### src/rtl/fetch_stage.sv
// ----------------------------------------------------------------------------
// fetch_stage
// Instruction-fetch stage plus IF/ID pipeline register for the 64-bit
// pipelined ARM core. Owns the PC, drives the instruction-memory address and
// picks the next PC from sequential / stall / redirect. The fetched word is
// registered together with its PC, PC+4 and the pre-sliced D-type and ADDI
// immediates so decode does not have to re-slice them.
//
// Ports:
//   clk          rising-edge clock
//   reset        asynchronous, active-low reset
//   imem_addr    instruction-memory byte address (== pc)
//   imem_data    instruction word at imem_addr, valid in the same cycle
//   stall        hold pc and IF/ID
//   redirect     taken branch/jump from downstream; flushes IF/ID
//   redirect_pc  redirect target; low two bits are dropped
//   pc           current fetch PC
//   instr_id     IF/ID instruction
//   pc_id        PC of instr_id
//   pc_plus4_id  pc_id + 4 (BL link value)
//   imm9_id      instr[20:12] (D-type offset)
//   imm12_id     instr[21:10] (ADDI immediate)
//   valid_id     IF/ID holds a real instruction (0 = bubble)
//   fetch_count  saturating count of instructions accepted into IF/ID
// ----------------------------------------------------------------------------
module fetch_stage #(
   parameter logic [63:0] RESET_PC  = 64'h0,
   parameter logic [31:0] NOP_INSTR = 32'hD503201F
) (
   input  logic        clk,
   input  logic        reset,
   output logic [63:0] imem_addr,
   input  logic [31:0] imem_data,
   input  logic        stall,
   input  logic        redirect,
   input  logic [63:0] redirect_pc,
   output logic [63:0] pc,
   output logic [31:0] instr_id,
   output logic [63:0] pc_id,
   output logic [63:0] pc_plus4_id,
   output logic [8:0]  imm9_id,
   output logic [11:0] imm12_id,
   output logic        valid_id,
   output logic [31:0] fetch_count
);

   // Word-aligned redirect target; masking keeps every input bit in use.
   logic [63:0] redirect_tgt;
   logic [63:0] pc_next_seq;

   assign redirect_tgt = redirect_pc & ~64'h3;
   assign pc_next_seq  = pc + 64'd4;   // modulo 2^64, wraps silently

   // Address comes straight from the PC register, so it only moves on a
   // clock edge or reset, never combinationally from stall/redirect.
   assign imem_addr = pc;

   always_ff @(posedge clk or negedge reset) begin
      if (!reset) begin
         pc          <= RESET_PC;
         instr_id    <= NOP_INSTR;
         pc_id       <= 64'd0;
         pc_plus4_id <= 64'd0;
         imm9_id     <= NOP_INSTR[20:12];
         imm12_id    <= NOP_INSTR[21:10];
         valid_id    <= 1'b0;
         fetch_count <= 32'd0;
      end else if (redirect) begin
         // Redirect wins over stall: the word in flight is on the wrong path,
         // so replace it with a bubble and restart at the target.
         pc          <= redirect_tgt;
         instr_id    <= NOP_INSTR;
         pc_id       <= 64'd0;
         pc_plus4_id <= 64'd0;
         imm9_id     <= NOP_INSTR[20:12];
         imm12_id    <= NOP_INSTR[21:10];
         valid_id    <= 1'b0;
      end else if (!stall) begin
         pc          <= pc_next_seq;
         instr_id    <= imem_data;
         pc_id       <= pc;
         pc_plus4_id <= pc_next_seq;
         imm9_id     <= imem_data[20:12];
         imm12_id    <= imem_data[21:10];
         valid_id    <= 1'b1;
         if (fetch_count != 32'hFFFF_FFFF)
            fetch_count <= fetch_count + 32'd1;
      end
   end

endmodule

### config.mk
export PLATFORM = sky130hd
export DESIGN_NAME = fetch_stage
export DESIGN_NICKNAME = d
export VERILOG_FILES = /design/src/rtl/fetch_stage.sv
export SDC_FILE = /design/constraint.sdc
export NUM_CORES = 1
export LEC_CHECK = 0
export CAP_MARGIN = 20
export CORE_ASPECT_RATIO = 0.5
export CORE_MARGIN = 4
export CORE_UTILIZATION = 47
export CTS_CLUSTER_SIZE = 30
export DETAILED_ROUTE_END_ITERATION = 12
export PLACE_DENSITY = 0.82
export SLEW_MARGIN = 40
export SYNTH_ARGS = -nofsm -noshare
export SYNTH_HDL_FRONTEND = slang
export SYNTH_SLANG_ARGS = --single-unit
### constraint.sdc
create_clock -name clk -period 3.5 [get_ports clk]
set_input_delay 0.7 -clock clk [delete_from_list [all_inputs] [get_ports clk]]
set_output_delay 0.7 -clock clk [all_outputs]
set_load 0.01 [all_outputs]
==> implementation parameters <==
Parameter                              Value

Placement
  HPWL reported at the end of detailed placement    33,390 microns
  Number of instances in the placed design    2,097
  PortBufs    435
  Weighted congestion at the end of routability-driven global placement    0.9620

Power
  Cell-internal power    5.684 mW
  Net switching power of the design    2.281 mW
  Peak supply drop    0.3734 mV
  Part of the total power dissipated in the clock network    35.8%
  Share of power burned in combinational logic    21.2%
  Sequential share of power    42.9%
  Total Power    7.966 mW
  Power per standard cell area    430.4 nW/um^2
  Switching Fraction    28.64%
  Standby leakage power    7.556 nW

Critical path
  Data arrival time of the critical path    3.47 ns
  Cell repeated most along the worst path    sky130_fd_sc_hd__or4_1
  Crit path largest cell delay    0.73 ns
  Worst path buffer plus inverter count    0
  Crit start category    register
  Worst Setup End Kind    register
  Crit Path Max Fanout    9
  Category of the most critical setup path    register to register
  Worst EP required    3.96 ns
  Cell family contributing the most delay on the critical path    simple AND/OR/NAND/NOR gates
  Critical Path Slowest Stage Cell    sky130_fd_sc_hd__or4_1
  CP cell instances    nand4_1 > or4_1 > or4_1 > or4_1 > a31oi_1

Synth
  Average size of a mapped cell    9.500 sq um
  Dominant synthesized flop cell    sky130_fd_sc_hd__dfrtp_1
  Gate Count Post-Synth    1,423
  Synth unique cells    67
  Synth async-reset ratio    100.0%
  Number of enable-type register cells in the synthesized netlist    0
  Count of state elements after synthesis    252
  Portion of synthesized cell area occupied by the leading cell type    44.24%
  Total standard cell area after synthesis    13,520 sq um
  Yosys warnings    0
  Dominant cell by count in the synthesized netlist    sky130_fd_sc_hd__dfrtp_1
  Dominant cells by area after synthesis    sky130_fd_sc_hd__dfrtp_1 44%, sky130_fd_sc_hd__mux2i_1 6.4%, sky130_fd_sc_hd__buf_4 5.2%
  Sequential element share of the synthesized area    46.77%
  Top cell types by occurrence after synthesis    239 x sky130_fd_sc_hd__dfrtp_1, 185 x sky130_fd_sc_hd__nor2_1, 119 x sky130_fd_sc_hd__nand2_1
  Cell type with the highest aggregate area in the netlist    sky130_fd_sc_hd__dfrtp_1

Clock tree
  H-tree depth    1
  Clock slew seen by the registers of the worst setup and hold paths    0.07 ns
  Clock latency at the later pin of the worst-skew pair    0.54 ns
  Total of cells resized after clock tree synthesis    0
  Clock buffers created by TritonCTS    24
  Post-CTS setup buffer count    0
  Number of clock sinks    252
  Deepest clock path buffer count    3
  Cell at the root of the clock tree    sky130_fd_sc_hd__clkbuf_16
  Number of hold buffers added after CTS    0
  Clock tree from TritonCTS    done

Job
  Number of max-cap violations    0

Drt
  Number of violations reported at the end of detailed-routing iteration 0    1,125
  Antenna-violating nets left    0
  Vias after detailed routing    12.29k
  First-pass detailed-route iteration total    5
  Wirelength per Cell    21.32 microns
  Residual DRC count    0
  Final routed wirelength across all metal layers    45,720 microns
  Ratio of routed vias to standard cells    5.732

STA
  Fraction of the cycle the final worst path needs    85.86%
  Final setup skew    0.02008 ns
  Hold Fails Final Rpt    0
  Relative slew margins    35.59%
  Achievable Freq    0.3328 GHz
  Unrepaired setup endpoints after global routing    no
  Final-layout setup total negative slack    0 ns
  Slew at the pin with the worst max-slew slack    0.9573 ns
  Final count of pins violating max slew    0
  Final setup fails    0
  Final worst path period need    3.005 ns

Die
  Horizontal die dimension    247.8 microns
  Count of standard-cell rows    43
  IO Pins    442
  Die area    31,700 sq um
  Core ar.    28,030 sq um
  Vert. Die Dim    127.9 microns
  Effective utilization at floorplan    48.23%

Finish
  Layout Utilization    66.02%
  Final-stage net count    1,843
  Area growth syn-to-layout    36.90%
  Share of cells above drive strength 1    7.675%
  Final standard cell count with taps included and fillers excluded    2,144

Outcome
  Run status    finished clean

Global route
  Initial antenna violation count    3
  Congestion Overflow GR    0
  Global-route wire length before repair    69,410 microns
  Vias in the first global route    11.87k
  Maximum number of pins on one net before global-route repair    132
  Tot GR Track Use    27.68%

Min path
  Class of the worst hold path    primary input to async pin
final timing paths:
path	from	to	slack [ns]	cells after the start
setup / recovery	imem_addr[19]	imem_addr[63]	0.49	5
hold / removal	reset	pc_id[25]	0.21	1
setup reg to reg	imem_addr[19]	imem_addr[63]	0.49	5
hold reg to reg	valid_id	valid_id	0.49	1
max in group asynchronous	reset	pc_id[57]	2.40	2
min in group clk	valid_id	valid_id	0.49	1
cell type report:
cell class              instances  area (sq um)
inverters                      17         63.81
clock buffers                  32         711.9
multi-input cells             954          5933
fillers                      2200          9524
diodes                          3         7.507
repair buffers                492          4842
well taps                     382         478.0
clock inverters                12         147.6
flip-flops and latches        252          6322
cell usage in the layout (no fill, tap or decap), types with 40 or more instances in the layout:
master	netlist	layout
sky130_fd_sc_hd__buf_4	93	53
sky130_fd_sc_hd__clkdlybuf4s50_1	0	432
sky130_fd_sc_hd__dfrtp_1	239	239
sky130_fd_sc_hd__mux2i_1	87	87
sky130_fd_sc_hd__nand2_1	119	119
sky130_fd_sc_hd__nand3_1	40	40
sky130_fd_sc_hd__nand4_1	49	49
sky130_fd_sc_hd__nor2_1	185	185
sky130_fd_sc_hd__o21ai_0	57	57
sky130_fd_sc_hd__xnor2_1	72	72
sequential cells by signal (all words and copies together) (netlist names):
register	flops
imem_addr	62
fetch_count	32
pc_plus4_id	62
pc_id	63
valid_id	1
instr_id	32
through the flow:
step	hold WS (ns)	worst slack, ns	cell area [sq um]
final	0.2113	0.4947	18510
after global routing	0.2549	0.3632	18500
after CTS	0.2259	0.5222	18500
after detailed placement	0.4751	0.5329	17640
after global placement	0.4641	0.5556	17630
after floorplan	0.4044	0.6969	13530
per-layer routing:
layer | part of all wire [%] | track usage (%) | up-vias
li1 | - | - | 5585
met1 | 40 | 37.32 | 6046
met2 | 49 | 46.44 | 553
met3 | 7.1 | 4.514 | 102
met4 | 3.3 | 8.284 | 4
met5 | 0.050 | 0 | -
cells by family after synthesis:
logic type	after synthesis	share of synthesized area [%]
buffers and inverters	220	9.469
flip-flops	252	46.77
other	1	0.02774
AO/OA/AOI/OAI	182	8.830
multiplexers	88	6.525
AND/OR/NAND/NOR	579	21.78
XOR/XNOR	99	6.414
adder cells (fa/ha/maj)	2	0.1851
power groups by stage:
| stage | clock, mW | sequential, mW | combinational [mW] |
|---|---|---|---|
| floorplan | 0 | 3.49 | 0.742 |
| global placement | 0 | 3.45 | 1.67 |
| detailed placement | 0 | 3.47 | 1.69 |
| CTS | 2.89 | 3.41 | 1.70 |
| global route | 3.01 | 3.45 | 1.81 |
| finish | 2.85 | 3.42 | 1.69 |
Power figures use the tool's default switching activity.
